$ cat config.mk
export PLATFORM = sky130hd
export DESIGN_NAME = out_fifo_drain_arbiter
export DESIGN_NICKNAME = d
export VERILOG_FILES = /design/src/rtl/out_fifo_drain_arbiter.sv
export SDC_FILE = /design/constraint.sdc
export NUM_CORES = 1
export LEC_CHECK = 0
export ABC_AREA = 0
export CAP_MARGIN = 20
export CORE_ASPECT_RATIO = 0.6
export CORE_UTILIZATION = 39
export CTS_BUF_LIST = sky130_fd_sc_hd__clkbuf_8 sky130_fd_sc_hd__clkbuf_16
export CTS_CLUSTER_SIZE = 12
export DETAILED_ROUTE_END_ITERATION = 8
export HOLD_SLACK_MARGIN = 0.03
export PLACE_DENSITY_LB_ADDON = 0.1
export SETUP_SLACK_MARGIN = 0.2
export SYNTH_ARGS = -nofsm -noshare
export SYNTH_HDL_FRONTEND = slang
export SYNTH_SLANG_ARGS = --single-unit
$ cat constraint.sdc
create_clock -name clk_i -period 2.45 [get_ports clk_i]
set_input_delay 0.3675 -clock clk_i [delete_from_list [all_inputs] [get_ports clk_i]]
set_output_delay 0.3675 -clock clk_i [all_outputs]
set_load 0.03 [all_outputs]
$ cat src/rtl/out_fifo_drain_arbiter.sv
// Purpose: round-robin drain of N_CH OUT FIFOs into one registered, channel-tagged byte stream.
// Latency: 1 cycle from arbitration to first pop, 1 cycle from pop to app_out_valid_o; one byte/cycle in a burst.
// Backpressure: valid/ready; while app_out_ready_i=0 the output byte holds and the granted FIFO is not popped.
// Ports:
//   clk_i, rst_i             clock (shared with the FIFOs), synchronous active-high reset
//   ch_en_i, ch_empty_i      per-channel enable and FIFO empty flag
//   ch_data_i, ch_valid_i    per-channel FIFO byte (channel k at [8k+:8]) and byte valid
//   ch_ready_o               pop strobe to the granted FIFO, one-hot or zero
//   app_out_data_o/_ch_o     merged byte and its source channel
//   app_out_valid_o/_ready_i merged stream handshake
//   grant_o, busy_o          current or last granted channel, and drain in progress (debug)
module out_fifo_drain_arbiter #(
  parameter int N_CH      = 4,
  parameter int BURST_LEN = 8,
  localparam int CH_W     = (N_CH > 1) ? $clog2(N_CH) : 1
) (
  input  logic                 clk_i,
  input  logic                 rst_i,
  input  logic [N_CH-1:0]      ch_en_i,
  input  logic [N_CH-1:0]      ch_empty_i,
  input  logic [8*N_CH-1:0]    ch_data_i,
  input  logic [N_CH-1:0]      ch_valid_i,
  output logic [N_CH-1:0]      ch_ready_o,
  output logic [7:0]           app_out_data_o,
  output logic [CH_W-1:0]      app_out_ch_o,
  output logic                 app_out_valid_o,
  input  logic                 app_out_ready_i,
  output logic [CH_W-1:0]      grant_o,
  output logic                 busy_o
);

  localparam int                BCNT_W   = $clog2(BURST_LEN + 1);
  localparam logic [BCNT_W-1:0] CNT_LAST = BCNT_W'(BURST_LEN - 1);
  localparam logic [CH_W-1:0]   CH_LAST  = CH_W'(N_CH - 1);

  typedef enum logic {
    ST_ARB   = 1'b0,
    ST_DRAIN = 1'b1
  } state_t;

  state_t             state_q, state_d;
  // grant_q doubles as last_grant: after a release it still holds the channel
  // just served, which is exactly where the next round-robin search starts.
  logic [CH_W-1:0]    grant_q, grant_d;
  logic [BCNT_W-1:0]  burst_cnt_q, burst_cnt_d;
  logic               out_valid_q, out_valid_d;
  logic [7:0]         out_data_q, out_data_d;
  logic [CH_W-1:0]    out_ch_q, out_ch_d;

  logic [N_CH-1:0]    cand;
  logic [CH_W-1:0]    scan_idx;
  logic [CH_W-1:0]    arb_pick;
  logic               arb_found;
  logic               pop_rdy;
  logic               accept;
  logic               rel_ch;
  logic [7:0]         grant_data;

  assign cand       = ch_en_i & ~ch_empty_i;
  assign grant_data = ch_data_i[{grant_q, 3'b000} +: 8];

  // Round-robin search starting one past the last grant; the last grant
  // itself is the final position checked, so a lone requester is re-granted.
  always_comb begin
    arb_found = 1'b0;
    arb_pick  = grant_q;
    scan_idx  = grant_q;
    for (int off = 1; off <= N_CH; off++) begin
      scan_idx = CH_W'((int'(grant_q) + off) % N_CH);
      if (!arb_found && cand[scan_idx]) begin
        arb_found = 1'b1;
        arb_pick  = scan_idx;
      end
    end
  end

  always_comb begin
    state_d     = state_q;
    grant_d     = grant_q;
    burst_cnt_d = burst_cnt_q;
    ch_ready_o  = '0;
    pop_rdy     = 1'b0;
    accept      = 1'b0;
    rel_ch      = 1'b0;

    case (state_q)
      ST_ARB: begin
        if (arb_found) begin
          state_d     = ST_DRAIN;
          grant_d     = arb_pick;
          burst_cnt_d = '0;
        end
      end
      ST_DRAIN: begin
        // Pop only when the output register is free or being emptied now.
        pop_rdy = ~out_valid_q | app_out_ready_i;
        // Gated by reset so a FIFO is never popped into a register that is
        // being cleared; unpopped bytes survive a reset.
        ch_ready_o[grant_q] = pop_rdy & ~rst_i;
        accept = ch_valid_i[grant_q] & pop_rdy;
        if (accept) begin
          burst_cnt_d = burst_cnt_q + BCNT_W'(1);
        end
        // A valid gap on a non-empty FIFO is pacing, not a reason to release.
        rel_ch = (accept && (burst_cnt_q == CNT_LAST)) ||
                 (!accept && (ch_empty_i[grant_q] || !ch_en_i[grant_q]));
        if (rel_ch) begin
          state_d     = ST_ARB;
          burst_cnt_d = '0;
        end
      end
      default: begin
        state_d = ST_ARB;
      end
    endcase
  end

  // Output register: a fresh byte has priority over draining the old one,
  // which gives one byte per cycle when pop and consume coincide.
  always_comb begin
    out_valid_d = out_valid_q;
    out_data_d  = out_data_q;
    out_ch_d    = out_ch_q;
    if (accept) begin
      out_valid_d = 1'b1;
      out_data_d  = grant_data;
      out_ch_d    = grant_q;
    end else if (app_out_ready_i && out_valid_q) begin
      out_valid_d = 1'b0;
    end
  end

  always_ff @(posedge clk_i) begin
    if (rst_i) begin
      state_q     <= ST_ARB;
      grant_q     <= CH_LAST;
      burst_cnt_q <= '0;
      out_valid_q <= 1'b0;
      out_data_q  <= '0;
      out_ch_q    <= '0;
    end else begin
      state_q     <= state_d;
      grant_q     <= grant_d;
      burst_cnt_q <= burst_cnt_d;
      out_valid_q <= out_valid_d;
      out_data_q  <= out_data_d;
      out_ch_q    <= out_ch_d;
    end
  end

  assign app_out_data_o  = out_data_q;
  assign app_out_ch_o    = out_ch_q;
  assign app_out_valid_o = out_valid_q;
  assign grant_o         = grant_q;
  assign busy_o          = (state_q == ST_DRAIN);

endmodule

After elaboration in Yosys (flattened, before gate mapping)
Index checks and enable logic that the tools add are counted.
Cells by class
  add/subtract/negate cells: 5
  $lt $le $gt $ge: 6
  equality and inequality tests: 3
  shift operators: 1
  multiplexer cells: 35
  bitwise operators: 9
  reductions and logical operators: 18
Operators with widths (count)
  $shiftx A32 B6 Y8: 1
  $mux W1: 17
  $mux W4: 4
  $lt A2 B3 Y1 const B: 5
  $bmux W1 S2: 7
  $and A4 B4 Y4: 2
  $mux W2: 4
  $pmux W4 S2: 1
  $logic_and A1 B1 Y1: 7
  $logic_not A1 Y1: 5
  $add A2 B1 Y2 const B: 2
  $add A2 B2 Y2 const B: 2
  $add A4 B1 Y4 const B: 1
  $eq A4 B3 Y1 const B: 1
  $not A4 Y4: 1
  $reduce_bool A4 Y1: 1
  $ne A3 B1 Y1 const B: 1
  $not A1 Y1: 3
  $reduce_and A3 Y1: 1
  $and A1 B1 Y1: 2
  $demux W1 S2: 1
  $ge A2 B1 Y1 const B: 1
  $logic_or A1 B1 Y1: 2
  $ne A2 B2 Y1 const B: 1
  other kinds (4): 4
Storage, ports and cells
  register bits: 18
  word-level logic and storage cells: 83

Longest topological paths before layout
Gate-level depths: netlist of run 1.
  depth in word-level cells: 16
  gate-level depth with buffers: 7

Least setup slack after synthesis of run 1
No wires, ideal clock.
  kind: reg-to-reg
  start point: reg grant_q[0] (netlist: grant_o[0])
  end point: reg out_data_q[0] (netlist: app_out_data_o[0])
  arrival: 1.924 ns
  path slack: 0.398 ns
  stages on the path, launching flop included: 6
  path buffers: 2
  path through: dfxtp_1 buf_6 clkbuf_1 mux4_2 mux2i_1 nor2_1
Between the ends
  cells in the longest elaborated chain, start to end: 4
  elaborated cells between the ends (all ways): 5
Ends and longest elaborated chain
  start, declared: line 44  | logic [CH_W-1:0] grant_q, grant_d;
  start signal, assigned: line 143  | grant_q <= grant_d;
  branches (longest 4 deep; another with $shiftx A32 B6 Y8)
  end signal, assigned: line 146  | out_data_q <= out_data_d;
  end, declared: line 47  | logic [7:0] out_data_q, out_data_d;
Parallel ways; which one is timed is not known. The select of a mux whose other input is x is not followed.
A chain may end at the register's enable or synchronous reset.

Worst setup path in the final report of run 1
  start point: reg state_q (netlist: busy_o)
  end point: out ch_ready_o[3]
Between the ends
  cells in the longest elaborated chain, start to end: 1
Ends and longest elaborated chain
  start, declared: line 41  | state_t state_q, state_d;
  start signal, assigned: line 142  | state_q <= state_d;
  $mux W4: line 86  | case (state_q)
  end, declared: line 23  | output logic [N_CH-1:0] ch_ready_o,
Every way passes these cells.

==> results.yml, run 1 <==
synth:
  synth_top_area_share_pct: 28.7
  syn_nets: 179
  async_reset_ff_share_pct: 0
  synth_ff_type: "dfxtp_1"
  ys_types: 36
  yosys_warnings: 0
  ys_top_cells_by_area: "dfxtp_1 (29%), mux4_2 (16%), mux2i_1 (14%)"
  synth-seq-cells: 18
  synthCells: 127
  syn_area_mm2: 0.00126
  synth_edf_count: 0
  synth_seq_area_share_pct: 28.7
  yosysTopAreaCell: "dfxtp_1"
  avgSynthCellArea_um2: 9.90
floorplanning:
  rows: 15
  num_io_pins: 65
  die_area_mm2: 0.00346
  core-area_mm2: 0.00297
  die_height_um: 46.0
  fp.dieW_um: 75.3
  initial_utilization_pct: 42.4
clocking:
  postCtsHoldBufs: 0
  cts_tree: "built"
  post_cts_buffers: 0
  clockBufferDepth: 2
  insertion_delay_ns: 0.26
  htree_levels: 1
  cts_resized: 0
  cts-root-buf: "clkbuf_8"
  numClockSinks: 18
  numCtsBuffers: 3
  path_clk_slew_ns: 0.06
worst_setup_path:
  crit_fanout: 16
  critPathKind: "reg2out"
  cp_slowest_cell: "dfxtp_1"
  arrival_ns: 1.69
  ff2ff_path_depth: 5
  critPathLaunchType: "register"
  r2r_slack_ns: 0.60
  r2r_end: "burst_cnt_q[3]"
  slowest_delay_ns: 0.64
  r2r-start: "grant_o[0]"
  endpoint_kind: "primary output"
  required_ns: 2.08
  crit_chain: "nand2b_1 -> nor2_1 -> and2_1 -> buf_4"
placement:
  port_buffers: 64
  finalWeightedCongestion: 0.877
  dp_hpwl_um: 2600
  place_area_mm2: 0.00193
power_and_ir_drop:
  pwr-share-clk_pct: 18.5
  p_per_area_mw_per_mm2: 577
  seq_power_share_pct: 31.3
  switching_power_uw: 399
  power.internal_uw: 739
  p_total_uw: 1140
  switching_share_pct: 35.0
  comb_power_share_pct: 50.2
  p_leak_uw: 0.000826
  peakVddDrop_mv: 0.333
detailed_routing:
  wl_met2_um: 1610
  drtIter0Drc: 78
  viasPerCell: 5.27
  drtPass1Iterations: 4
  wl_per_cell_um: 14.3
  top_layer: "met4"
  wl_met3_um: 210
  antenna_left: 0
  wl_met1_um: 1460
  drc: 0
  drt_wl_total_um: 3330
  via_count: 1229
sta:
  holdWs_ns: 0.488
  setup_violations: 0
  finalCritPeriodShare_pct: 84.1
  finalHoldViolCount: 0
  fin_skew_ns: 0.00511
  min_period_ns: 2.06
  tightestPinTransition_ns: 0.513
  rsz0062_at_grt: "false"
  slew_viol_final: 0
  relSlewSlack_pct: 65.8
  setup_tns_ns: 0
  fmax_ghz: 0.485
global_routing:
  grt-ovfl-total: 0
  antenna_found_initial: 0
  grt_util_all_layers_pct: 20.4
  first_global_vias: 1133
  grt_max_degree: 18
  grt_pass1_wl_um: 5070
final_layout:
  multi_input_area_um2: 843
  post-route-util_pct: 66.5
  mostFrequentLayoutCells: "clkdlybuf4s50_1 (60), mux2i_1 (18), dfxtp_1 (18)"
  final_layout_size_suffix_gt1_share_pct: 13.6
  nets: 245
  fill_cells: 239
  syn2layout_area_growth_pct: 56.9
  finalInstanceArea_mm2: 0.00197
  final_common_cell: "clkdlybuf4s50_1"
  n_antenna_cell: 0
  register_area_um2: 360
min_path:
  hp-class: "reg2reg"
  worstHoldStart: "burst_cnt_q[3]"
  hold_depth: 2
  min_to: "burst_cnt_q[3]"
job:
  max_cap_viol_count: 0
outcome:
  outcome: "finished, final reports clean"
-- how the worst max path moves through the flow --
| stage | startpoint | to |
|---|---|---|
| 3_3_place_gp | ch_en_i[2] | burst_cnt_q[2] |
| 4_1_cts | busy_o | ch_ready_o[3] |
| 5_1_grt | busy_o | ch_ready_o[1] |
| 3_5_place_dp | ch_en_i[1] | burst_cnt_q[2] |
| 6_report | busy_o | ch_ready_o[3] |
| 2_1_floorplan | grant_o[0] | app_out_data_o[0] |
-- cell type report --
class,instances,share of cell area [%]
Clock buffer,3,2.09
Inverter,2,0.380
Multi-Input combinational cell,99,42.7
Sequential cell,18,18.3
Tap cell,42,2.66
Timing Repair Buffer,69,33.9
-- cells in the mapped netlist, types with 2 or more instances --
cell	instances
nand2_1	4
ha_1	5
nand3_1	3
buf_6	2
a21oi_1	6
mux2i_1	18
nor2b_1	5
o21ai_0	4
clkbuf_1	5
dfxtp_1	18
and2_1	4
mux2_2	2
nand2b_1	2
mux4_2	9
nor2_1	17
inv_1	2
or3_1	2
-- per-stage QoR --
stage          instances  setup WS, ns
3_5_place_dp         230         0.252
6_report             233         0.388
4_1_cts              233         0.397
5_1_grt              233         0.270
3_3_place_gp         230         0.317
2_1_floorplan        127         0.398
-- logic make-up after synthesis --
| logic type | share of synthesized area (%) |
|---|---|
| AOI/OAI and AO/OA | 9.45 |
| adders and majority gates | 4.98 |
| buffers and inverters | 4.28 |
| DFF | 28.7 |
| muxes | 32.2 |
| and+or+nand+nor | 20.4 |
-- critical path, delay by kind of cell, from the launching register on --
family / cells / cell delay, ns
DFF: 1 / 0.64
and+or+nand+nor: 3 / 0.63
buffers and inverters: 1 / 0.16
-- sequential cells by signal, summed over array words and instances (netlist names) --
register and cells:
app_out_valid_o 1, busy_o 1, app_out_data_o 8, burst_cnt_q 4, app_out_ch_o 2, grant_o 2
-- power groups by stage --
stage	Sequential [uW]	Clock, uW	Combinational, uW
6_report	357	210	571
5_1_grt	362	232	610
4_1_cts	357	220	574
3_5_place_dp	363	0	570
3_3_place_gp	361	0	557
2_1_floorplan	425	0	309
-- per-layer routing --
layer	track usage, %	vias to the layer above
met5	0	-
met2	36.1	52
met3	5.75	5
li1	-	597
met1	24.2	575
met4	6.67	0
(Power assumes the default switching activity.)
==> inputs of run 2 (changes only) <==
- clock period: 2.45 -> 2.05 ns (I/O delays scaled with it)
==> results.yml, run 2 (synthesized netlist as in run 1, its figures left out) <==
detailed_routing:
  antenna_left: 0
  viasPerCell: 5.30
  drtPass1Iterations: 4
  drc: 0
  wl_per_cell_um: 15.1
  via_count: 1304
  drtIter0Drc: 47
  drt_wl_total_um: 3710
worst_setup_path:
  critPathLaunchType: "primary input"
  arrival_ns: 2.02
  endpoint_kind: "register"
  required_ns: 2.25
  crit_fanout: 5
  critPathKind: "in2reg"
  r2r_slack_ns: 0.30
clocking:
  path_clk_slew_ns: 0.07
  clockBufferDepth: 2
  postCtsHoldBufs: 0
  cts-root-buf: "clkbuf_8"
  cts_tree: "built"
  htree_levels: 1
  numCtsBuffers: 3
  numClockSinks: 18
  insertion_delay_ns: 0.26
global_routing:
  grt_pass1_wl_um: 5750
  first_global_vias: 1250
  grt_util_all_layers_pct: 23.4
  grt-busiest-layer: "met2"
  grt_max_degree: 18
  grtUsageMet1_pct: 28.0
  grt-ovfl-total: 0
  met3_usage_pct: 5.97
  antenna_found_initial: 0
  grtUsageMet2_pct: 40.0
placement:
  dp_hpwl_um: 2870
  dpl_worst_slack_ns: -0.145
  finalWeightedCongestion: 0.811
  port_buffers: 64
sta:
  fin_ws_ns: 0.234
  fmax_ghz: 0.551
  setup_tns_ns: 0
  slew_viol_final: 0
  fin_skew_ns: 0.00287
  relSlewSlack_pct: 77.2
  finalCritPeriodShare_pct: 88.6
  rsz0062_at_grt: "false"
  finalHoldViolCount: 0
  tightestPinTransition_ns: 0.341
  min_period_ns: 1.82
  setup_violations: 0
floorplanning:
  die_height_um: 46.0
  fp.dieW_um: 75.3
  rows: 15
  core-area_mm2: 0.00297
  initial_utilization_pct: 42.4
  die_area_mm2: 0.00346
  num_io_pins: 65
final_layout:
  nets: 257
  fill_cells: 241
  final_layout_size_suffix_gt1_share_pct: 25.0
  n_antenna_cell: 0
  final_common_cell: "clkdlybuf4s50_1"
  largest_reg_flops: 8
  mostFrequentLayoutCells: "clkdlybuf4s50_1 (57), buf_4 (21), mux2i_1 (18)"
  syn2layout_area_growth_pct: 70.5
  multi_input_area_um2: 896
  register_area_um2: 368
job:
  max_cap_viol_count: 0
power_and_ir_drop:
  peakVddDrop_mv: 0.407
  p_per_area_mw_per_mm2: 695
  p_leak_uw: 0.000940
outcome:
  outcome: "finished, final reports clean"
min_path:
  hp-class: "reg2reg"
run 2: layout make-up:
class,instances,share of cell area [%]
clock buffers,4,2.57
inverters,2,0.350
multi-input cells,99,41.8
flip-flops and latches,18,17.2
well taps,42,2.45
repair buffers,81,35.7
run 2: stage by stage:
step | hold slack [ns] | util, % | total power, uW | cells | cell area, um^2
final | 0.502 | 72.3 | 1490 | 246 | 2140
after global routing | 0.550 | 72.3 | 1580 | 246 | 2140
after CTS | 0.509 | 69.8 | 1470 | 242 | 2070
after detailed placement | 0.490 | 66.6 | 1150 | 235 | 1970
after global placement | 0.470 | 66.6 | 1120 | 235 | 1970
after floorplan | 0.453 | - | 881 | 127 | 1260
run 2: worst max-delay path: stages:
cell and delay (ns):
clkdlybuf4s50_1 0.40, nor2b_2 0.18, mux4_2 0.47, and3_4 0.19, or3_4 0.37, a21oi_2 0.11
run 2: metal layers:
layer  vias to the layer above  routed length [um]
li1                        622                   -
met1                       613                1550
met2                        60                1820
met3                         9                 258
met4                         0                  90
met5                         -                   0
run 2: timing repair:
action / 4_1_cts / 5_1_grt
resized for setup: 5 / 14
endpoints found under the setup margin: 4 / 5
buffers inserted: 3 / 4
pin swaps: 0 / 5
run 2: path summary, 6_finish.rpt:
| kind | startpoint | to | depth (start not counted) |
|---|---|---|---|
| setup reg to reg | grant_o[1] | grant_o[0] | 5 |
| hold reg to reg | app_out_data_o[6] | app_out_data_o[6] | 2 |
| setup / recovery | ch_en_i[2] | burst_cnt_q[2] | 6 |
| hold / removal | app_out_data_o[6] | app_out_data_o[6] | 2 |
run 2: where the power goes:
group	internal, uW	total (uW)	leakage, uW	switching (uW)
sequential	396	429	0.000147	33.5
combinational	414	764	0.000764	349
clock	171	298	0.0000288	127
